<file path="src/rtl/pipelined_addsub_if.sv">
// Handshake bundle for the pipelined adder/subtractor: an operand channel in,
// a result channel out, each with its own valid/ready pair.
interface pipelined_addsub_if #(
    parameter int WIDTH = 8
);
    logic             in_valid;
    logic             in_ready;
    logic [WIDTH-1:0] a;
    logic [WIDTH-1:0] b;
    logic             cin;
    logic             sub;
    logic             out_valid;
    logic             out_ready;
    logic [WIDTH-1:0] sum;
    logic             cout;
    logic             ovf;

    modport master (
        output in_valid, a, b, cin, sub, out_ready,
        input  in_ready, out_valid, sum, cout, ovf
    );

    modport slave (
        input  in_valid, a, b, cin, sub, out_ready,
        output in_ready, out_valid, sum, cout, ovf
    );
endinterface

</file>
<file path="src/rtl/pipelined_addsub.sv">
// Pipelined WIDTH-bit adder/subtractor: the carry chain is cut into STAGES
// chunks, one chunk added per cycle, with the carry registered in between.
module pipelined_addsub #(
    parameter int WIDTH  = 8,
    parameter int STAGES = 2
) (
    input  logic                clk,
    input  logic                rst_n,
    pipelined_addsub_if.slave   bus
);
    localparam int CHUNK = WIDTH / STAGES;

    logic [STAGES-1:0] v_q;
    logic [STAGES-1:0] c_q;
    logic [STAGES-1:0] adv;
    logic [STAGES-1:0] src_v;
    logic [STAGES-1:0] src_c;
    logic [STAGES-1:0] nxt_c;
    logic [WIDTH-1:0]  a_q   [STAGES];
    logic [WIDTH-1:0]  b_q   [STAGES];
    logic [WIDTH-1:0]  s_q   [STAGES];
    logic [WIDTH-1:0]  src_a [STAGES];
    logic [WIDTH-1:0]  src_b [STAGES];
    logic [WIDTH-1:0]  src_s [STAGES];
    logic [WIDTH-1:0]  nxt_s [STAGES];
    logic [CHUNK:0]    part  [STAGES];

    // A stage may take new contents if it is empty or some stage downstream
    // of it (or the consumer) has room; the scan runs from the output back.
    always_comb begin
        logic run;
        adv = '0;
        run = bus.out_ready;
        for (int k = STAGES - 1; k >= 0; k--) begin
            run    = run || !v_q[k];
            adv[k] = run;
        end
    end

    // Stage 0 sees the raw operands with b inverted for subtraction; every
    // later stage sees its predecessor's registers and adds its own chunk.
    always_comb begin
        src_v    = '0;
        src_c    = '0;
        nxt_c    = '0;
        src_v[0] = bus.in_valid;
        src_a[0] = bus.a;
        src_b[0] = bus.sub ? ~bus.b : bus.b;
        src_c[0] = bus.sub ? ~bus.cin : bus.cin;
        src_s[0] = '0;
        for (int k = 1; k < STAGES; k++) begin
            src_v[k] = v_q[k-1];
            src_a[k] = a_q[k-1];
            src_b[k] = b_q[k-1];
            src_c[k] = c_q[k-1];
            src_s[k] = s_q[k-1];
        end
        for (int k = 0; k < STAGES; k++) begin
            part[k]  = {1'b0, src_a[k][k*CHUNK +: CHUNK]}
                     + {1'b0, src_b[k][k*CHUNK +: CHUNK]}
                     + {{CHUNK{1'b0}}, src_c[k]};
            nxt_c[k] = part[k][CHUNK];
            nxt_s[k] = src_s[k];
            nxt_s[k][k*CHUNK +: CHUNK] = part[k][CHUNK-1:0];
        end
    end

    // Data registers load only with a valid op so a stalled or idle stage
    // keeps its contents and undriven operands never enter the pipe.
    always_ff @(posedge clk or negedge rst_n) begin
        if (!rst_n) begin
            v_q <= '0;
            c_q <= '0;
            for (int k = 0; k < STAGES; k++) begin
                a_q[k] <= '0;
                b_q[k] <= '0;
                s_q[k] <= '0;
            end
        end else begin
            for (int k = 0; k < STAGES; k++) begin
                if (adv[k]) begin
                    v_q[k] <= src_v[k];
                    if (src_v[k]) begin
                        a_q[k] <= src_a[k];
                        b_q[k] <= src_b[k];
                        s_q[k] <= nxt_s[k];
                        c_q[k] <= nxt_c[k];
                    end
                end
            end
        end
    end

    assign bus.in_ready  = adv[0];
    assign bus.out_valid = v_q[STAGES-1];
    assign bus.sum       = s_q[STAGES-1];
    assign bus.cout      = c_q[STAGES-1];
    assign bus.ovf       = (a_q[STAGES-1][WIDTH-1] == b_q[STAGES-1][WIDTH-1])
                        && (s_q[STAGES-1][WIDTH-1] != a_q[STAGES-1][WIDTH-1]);
endmodule
</file>
<file path="src/flat_wrapper.sv">
// flat-port wrapper written by rule: the top's interface ports become plain ports
module pipelined_addsub_flat 
#(
    parameter int WIDTH  = 8,
    parameter int STAGES = 2
)
  (clk, rst_n, bus_in_valid, bus_a, bus_b, bus_cin, bus_sub, bus_out_ready, bus_in_ready, bus_out_valid, bus_sum, bus_cout, bus_ovf);
  pipelined_addsub_if #(.WIDTH(WIDTH)) bus_i ();
  input  logic clk;
  input  logic rst_n;
  input wire logic [$bits(bus_i.in_valid)-1:0] bus_in_valid;
  input wire logic [$bits(bus_i.a)-1:0] bus_a;
  input wire logic [$bits(bus_i.b)-1:0] bus_b;
  input wire logic [$bits(bus_i.cin)-1:0] bus_cin;
  input wire logic [$bits(bus_i.sub)-1:0] bus_sub;
  input wire logic [$bits(bus_i.out_ready)-1:0] bus_out_ready;
  output wire logic [$bits(bus_i.in_ready)-1:0] bus_in_ready;
  output wire logic [$bits(bus_i.out_valid)-1:0] bus_out_valid;
  output wire logic [$bits(bus_i.sum)-1:0] bus_sum;
  output wire logic [$bits(bus_i.cout)-1:0] bus_cout;
  output wire logic [$bits(bus_i.ovf)-1:0] bus_ovf;
  assign bus_i.in_valid = bus_in_valid;
  assign bus_i.a = bus_a;
  assign bus_i.b = bus_b;
  assign bus_i.cin = bus_cin;
  assign bus_i.sub = bus_sub;
  assign bus_i.out_ready = bus_out_ready;
  assign bus_in_ready = bus_i.in_ready;
  assign bus_out_valid = bus_i.out_valid;
  assign bus_sum = bus_i.sum;
  assign bus_cout = bus_i.cout;
  assign bus_ovf = bus_i.ovf;
  pipelined_addsub #(.WIDTH(WIDTH), .STAGES(STAGES)) u_core (.clk(clk), .rst_n(rst_n), .bus(bus_i));
endmodule
</file>
<file path="config.mk">
export PLATFORM = sky130hd
export DESIGN_NAME = pipelined_addsub_flat
export DESIGN_NICKNAME = d
export VERILOG_FILES = /design/src/rtl/pipelined_addsub_if.sv /design/src/rtl/pipelined_addsub.sv /design/src/flat_wrapper.sv
export SDC_FILE = /design/constraint.sdc
export NUM_CORES = 1
export LEC_CHECK = 0
export ABC_AREA = 1
export CELL_PAD_IN_SITES_DETAIL_PLACEMENT = 1
export CELL_PAD_IN_SITES_GLOBAL_PLACEMENT = 1
export CORE_ASPECT_RATIO = 2
export CORE_MARGIN = 1.5
export CORE_UTILIZATION = 39
export CTS_CLUSTER_DIAMETER = 60
export DETAILED_ROUTE_END_ITERATION = 8
export GPL_TIMING_DRIVEN = 0
export PLACE_DENSITY = 0.8
export SLEW_MARGIN = 20
export SYNTH_ARGS = -nofsm -noshare
export SYNTH_HDL_FRONTEND = slang
export SYNTH_SLANG_ARGS = --single-unit
</file>
<file path="constraint.sdc">
create_clock -name clk -period 3 [get_ports clk]
set_input_delay 0.6 -clock clk [delete_from_list [all_inputs] [get_ports clk]]
set_output_delay 0.6 -clock clk [all_outputs]
set_load 0.01 [all_outputs]
</file>
After elaboration in Yosys (flattened, before gate mapping)
Index checks and enable logic that the tools add are counted.

Add/subtract/negate cells: 4. Eq/ne operators: 2. Multiplexer cells: 2. Bitwise gates (word level): 2. Reduce and logical (&&, ||, !) cells: 7.

Operator list (count): $add 4x4->5 (2); $add 5x1->5 (2); $mux 8 (1); $not 8->8 (1); $reduce_and 2->1 (2); $logic_not 1->1 (2); $logic_or 1x1->1 (2); $eq 1x1->1 (1); $logic_and 1x1->1 (1); $mux 1 (1); $ne 1x1->1 (1); $not 1->1 (1).

Flip-flop bits (word level): 48. Input bits: 22. Output and inout bits: 12. Word-level logic and storage cells: 27.

Longest topological paths before layout
Word-level depth: 4. Mapped depth: 8. Depth with buffers taken out: 7.

Worst setup path before layout
No wires, ideal clock.

Kind: input to register. Start point: in bus_sub. End point: reg u_core.c_q[0]. Library setup time: 0.119 ns. Arrival time: 2.059 ns. Required time: 2.881 ns. Setup slack: 0.821 ns. Cell stages on the path: 8. Path buffers: 1. Path through: buf_4 -> xor2_1 -> fa_1 -> fa_1 -> nand2_1 -> a21oi_1 -> o21ai_2 -> nand2_1.

Longest elaborated chain between the ends: 3. Elaborated cells between the ends (all ways): 4.

Ends and longest elaborated chain: from (decl) (RTL line flat_wrapper.sv:15) `input wire logic [$bits(bus_i.sub)-1:0] bus_sub;`; $mux 8 (RTL line pipelined_addsub.sv:48) `src_b[0] = bus.sub ? ~bus.b : bus.b;`; $add 4x4->5 (RTL line pipelined_addsub.sv:60) `+ {1'b0, src_b[k][k*CHUNK +: CHUNK]}`; $add 5x1->5 (*) (RTL line pipelined_addsub.sv:61) `+ {{CHUNK{1'b0}}, src_c[k]};`; to (signal, indexed assignment) (RTL line pipelined_addsub.sv:87) `c_q[k] <= nxt_c[k];`; to (decl) (RTL line pipelined_addsub.sv:14) `logic [STAGES-1:0] c_q;`.

Every way passes the cells marked *; elsewhere a longest branch is shown, timed or not. A chain may end at the register's enable or synchronous reset.

Worst setup path after layout
Start point: in bus_out_ready. End point: out bus_in_ready.

Longest elaborated chain between the ends: 2.

Ends and longest elaborated chain: from (decl) (RTL line flat_wrapper.sv:16) `input wire logic [$bits(bus_i.out_ready)-1:0] bus_out_ready;`; $logic_or 1x1->1 (2 in series) (RTL line pipelined_addsub.sv:35) `run = run || !v_q[k];`; to (decl) (RTL line flat_wrapper.sv:17) `output wire logic [$bits(bus_i.in_ready)-1:0] bus_in_ready;`.

No other way between the ends.

==> impl_metrics.json <==
{
  "grt_pass1_vias": 1279,
  "async_reset_ff_share_pct": 100,
  "die_h_um": 87.9,
  "final_util_pct": 54.2,
  "netlist_area_mm2": 0.00140,
  "first_pass_iters": 2,
  "worstHoldPathType": "in2async",
  "cp.required_ns": 2.40,
  "crit_path_end_kind": "output port",
  "syn-num-nets": 188,
  "status": "finished clean",
  "critPathLaunch": "bus_out_ready",
  "grt_pass1_wl_um": 5600,
  "insertion_delay_ns": 0.27,
  "synthCells": 156,
  "start_util_pct": 41.1,
  "post_cts_buffers": 0,
  "syn2layout_area_growth_pct": 31.8,
  "antenna_found_initial": 0,
  "synthTopCellsByCount": "54 x nand2_1, 26 x dfrtp_1, 14 x inv_1",
  "ys_seq_area_share_pct": 46.3,
  "synth_most_common_cell": "nand2_1",
  "ys_top_cells_by_area": "dfrtp_1 46%, nand2_1 14%, fa_1 5.7%",
  "critPathBufInv": 3,
  "crit_top_cell": "clkdlybuf4s50_1",
  "finalHoldViolCount": 0,
  "power_density_mw_per_mm2": 703,
  "period_share_pct": 78.4,
  "setup_violations": 0,
  "vdd_drop_max_uv": 332,
  "rows": 30,
  "hpwl_um": 2780,
  "holdBufCountCts": 0,
  "yosys.area.top_type": "dfrtp_1",
  "gp_congestion": 0.739,
  "grt_usage_pct": 19.4,
  "grt_setup_unrepaired": "false",
  "cts-resized-gates": 0,
  "h-tree-depth": 1,
  "io_pins": 34,
  "cap_violations": 0,
  "place_area_mm2": 0.00178,
  "routed_via_density": 4.72,
  "layout.nets": 225,
  "port_buffers": 32,
  "synth_cell_types": 18,
  "cts_buffers": 3,
  "setup.worst_path.class": "in2out",
  "clock.fmax_mhz": 425,
  "ys_ff_latch": 26,
  "tns_ns": 0,
  "critPathTopFamily": "buffers and inverters",
  "cts.sinks": 26,
  "whs_ns": 0.323,
  "cts-root-buf": "clkbuf_8",
  "timing.slew.headroom_pct": 61.1,
  "yosysWarnings": 0,
  "avgSynthCellArea_um2": 9.00,
  "synthFlopType": "dfrtp_1",
  "r2r-start": "u_core.b_q[12]$_DFFE_PN0P_",
  "die_w_um": 45.4,
  "slew_violations": 0,
  "path_cells": "clkdlybuf4s50_1, inv_1, nand3_2, clkdlybuf4s50_1",
  "dieArea_mm2": 0.00399,
  "drt_wl_total_um": 3380,
  "synth_top_area_share_pct": 46.3,
  "cp-start-kind": "input port",
  "crit_fanout": 3,
  "n_antenna_cell": 0,
  "finClkSkew_ns": 0.00269,
  "fin_ws_ns": 0.647,
  "avgRoutedWirePerCell_um": 14.1,
  "drive_gt1_share_pct": 9.38,
  "cp_slowest_cell": "clkdlybuf4s50_1",
  "antenna_left": 0,
  "cts_tree": "yes",
  "path_clk_slew_ns": 0.09,
  "drtIter0Drc": 13,
  "period_needed_ns": 2.35,
  "cp_slowest_stage_delay_ns": 0.55,
  "vias": 1132,
  "overflow": 0,
  "preCtsSetupSlack_ns": 0.502,
  "design_area_mm2": 0.00185,
  "drc": 0,
  "arrival_ns": 1.75,
  "worst_pin_slew_ns": 0.584,
  "synth_edf_count": 0,
  "grt_max_degree": 27,
  "p_leak_nw": 0.894,
  "core_mm2": 0.00342,
  "cts_buffer_depth": 2
}
==> worst paths after layout <==
path                                                      end  cells past startpoint  slack (ns)
worst max-delay path                             bus_in_ready                      4        0.65
worst min-delay path            u_core.bus.sum[5]$_DFFE_PN0P_                      1        0.32
worst max register to register  u_core.bus.sum[5]$_DFFE_PN0P_                      4        1.36
worst min register to register  u_core.bus.sum[2]$_DFFE_PN0P_                      2        0.49
max in group asynchronous          u_core.b_q[15]$_DFFE_PN0P_                      1        2.30
min in group clk                u_core.bus.sum[2]$_DFFE_PN0P_                      2        0.49
==> placed cells by master (no fill, tap or decap) <==
cell type and n:
buf_4 2, inv_2 1, fa_1 4, nor2_1 6, buf_2 1, xnor2_1 5, clkdlybuf4s50_1 31, nand2_1 54
nand2_4 1, inv_1 14, bufinv_16 1, buf_6 2, o21ai_2 4, nand2_2 1, ha_1 6, o21ai_0 10
nand3_1 7, clkbuf_8 3, dfrtp_1 26, nand3_2 2, a21oi_1 5, xor2_1 6
==> per-stage QoR <==
step | total power [mW] | cells
after floorplan | 0.775 | 156
after global placement | 0.978 | 236
after detailed placement | 1.03 | 236
after CTS | 1.32 | 240
after global routing | 1.39 | 240
final | 1.30 | 240
==> cell type report <==
| cell class | instances | area, µm² |
|---|---|---|
| repair buffers | 32 | 315 |
| multi-input cells | 111 | 659 |
| clock inverters | 1 | 30.0 |
| plain buffers | 4 | 37.5 |
| flip-flops and latches | 26 | 651 |
| well taps | 48 | 60.1 |
| inverters | 15 | 56.3 |
| fillers | 403 | 1570 |
| clock buffers | 3 | 41.3 |
==> worst reg2reg max path, cell delays in order, from the launching register on <==
cell and delay, ns:
dfrtp_1 0.41, fa_1 0.48, inv_1 0.09, fa_1 0.40
o21ai_0 0.17
==> kinds of logic after synthesis <==
logic type,after synthesis,share of synthesized area [%]
AND/OR/NAND/NOR,71,21.2
flip-flops,26,46.3
AO/OA/AOI/OAI,19,7.84
buffers and inverters,19,6.68
XOR/XNOR,11,6.86
adder cells (fa/ha/maj),10,11.1
==> metal layers <==
metal  GRT usage (%)  routed length, µm
met5               0                  0
met4            6.42                 23
met3            1.86                 79
met2            38.9               2130
met1            18.7               1150
==> sequential cells by signal, summed over array words and instances, names as in the netlist <==
signal / count
u_core.a_q: 5
u_core.b_q: 5
u_core.bus.sum: 8
u_core.c_q: 2
u_core.nxt_s: 4
u_core.v_q: 2
==> report_power, final <==
group	internal [mW]	switching (mW)
logic	0.249	0.249
clock network	0.178	0.109
registers	0.450	0.0660
total	0.877	0.424
Power figures use the tool's default switching activity.
==> RTL change: new RTL, same flow settings <==
`STAGES` is set to 2 in 2 places; all go to 4.
--- a/src/rtl/pipelined_addsub.sv
+++ b/src/rtl/pipelined_addsub.sv
@@ -4,3 +4,3 @@
     parameter int WIDTH  = 8,
-    parameter int STAGES = 2
+    parameter int STAGES = 4
 ) (
--- a/src/flat_wrapper.sv
+++ b/src/flat_wrapper.sv
@@ -4,3 +4,3 @@
     parameter int WIDTH  = 8,
-    parameter int STAGES = 2
+    parameter int STAGES = 4
 )
Behaviour: not the same (a bounded check fails within 4 cycles, from zero or initial values and one cycle with rst_n low).
==> RTL change against the original RTL <==
Combinational power up 84%; utilization down 5.3 points; register-to-register slack better by 0.02 ns; worst setup slack worse by 0.41 ns; wire length up 38%; global-route usage down 2.9 points; largest cell class is now sequential cells; design area up 59%; sequential cell count up 28; area after synthesis up 72%; total power up 99%; clock skew up 0.0019 ns; critical path type unchanged; sequential share of layout area up 11 points.
==> RTL change: results (changes against the original RTL) <==
| Metric | Value |
|---|---|
| Status | complete, no violations |
| Register Area | 1350 um^2 (+110%) |
| GRT Total Usage | 16.5% (-2.9 points) |
| Port bufs | 31 (-3.1%) |
| CTS Buf Count | 5 (+2) |
| Sequential area share after synthesis | 55.9% (+9.6 points) |
| Routed vias/inst | 4.91 (+4.1%) |
| Top post-synthesis cells by count | nand2_1, dfrtp_1, nand3_1 |
| Syn nets | 283 (+51%) |
| Grt met1 use | 15.0% (-3.7 points) |
| Non-clock buffering overhead | 13.4% (-5.7 points) |
| Grt met2 use | 32.7% (-6.3 points) |
| XOR/XNOR share of the synthesized area | 3.26% (-3.6 points) |
| Routing usage on met3 | 2.37% (+0.52 points) |
| Pre-CTS setup slack | 0.220 ns (-0.283 ns) |
| Clock skew | 0.00461 ns (+0.00192 ns) |
| Clock Sinks | 54 (+110%) |
| Post-DP HPWL | 3650 um (+31%) |
| Slew of the pin with the lowest slew margin | 0.676 ns (+0.0921 ns) |
| Clk slew on worst S/H paths | 0.06 ns (-0.03 ns) |
| Synth Area in Compound Gates | 4.14% (-3.7 points) |
| Fraction of area in multi-input gates | 30.4% (-5.2 points) |
| Number of non-clock buffers in the layout | 43 (+19%) |
| Synth top area cells | dfrtp_1, nand2_1, fa_1, nand3_1, inv_1 |
| Vias in the first global route | 1885 (+47%) |
| M1 WL | 1550 um (+35%) |
| Fraction of area in registers | 46.0% (+11 points) |
| Worst-skew pair later-pin latency | 0.29 ns (+0.02 ns) |
| Layout clock buffers | 7 (+4) |
| Number of tapcells | 63 (+31%) |
| Crit path arrival time | 2.16 ns (+0.41 ns) |
| Max stage delay on crit path | 0.50 ns (-0.05 ns) |
| DR pass1 iterations | 3 (+1) |
| Post-synthesis cell type count | 20 (+2) |
| Largest net degree at the start of global routing | 55 (+100%) |
| Syn Inst Count | 253 (+62%) |
| Share of cells above drive strength 1 | 7.90% (-1.5 points) |
| Number of H-tree levels | 2 (+1) |
-- RTL change: changes by cell type after synthesis, sizes merged, moves of 2 or more --
cell,before,now
a21oi,5,7
buf,4,10
clkbuf,0,2
dfrtp,26,54
fa,4,8
ha,6,0
inv,15,23
nand2,56,85
nand3,9,32
nor2,6,9
xnor2,5,2
-- RTL change: report_power, final --
part           switching [mW]  internal [mW]
registers               0.136          0.996
clock network           0.238          0.306
logic                   0.504          0.411
-- RTL change: path summary, 6_finish.rpt --
path,cells after the start,slack (ns),start,end
hold reg to reg,2,0.47,u_core.bus.sum[1],u_core.bus.sum[1]
hold / removal,1,0.35,rst_n,u_core.bus.sum[3]
setup / recovery,5,0.24,bus_out_ready,bus_in_ready
setup reg to reg,4,1.38,u_core.b_q[20],u_core.nxt_s[5]
max in group asynchronous,1,2.20,rst_n,u_core.b_q[22]
min in group clk,2,0.47,u_core.bus.sum[1],u_core.bus.sum[1]
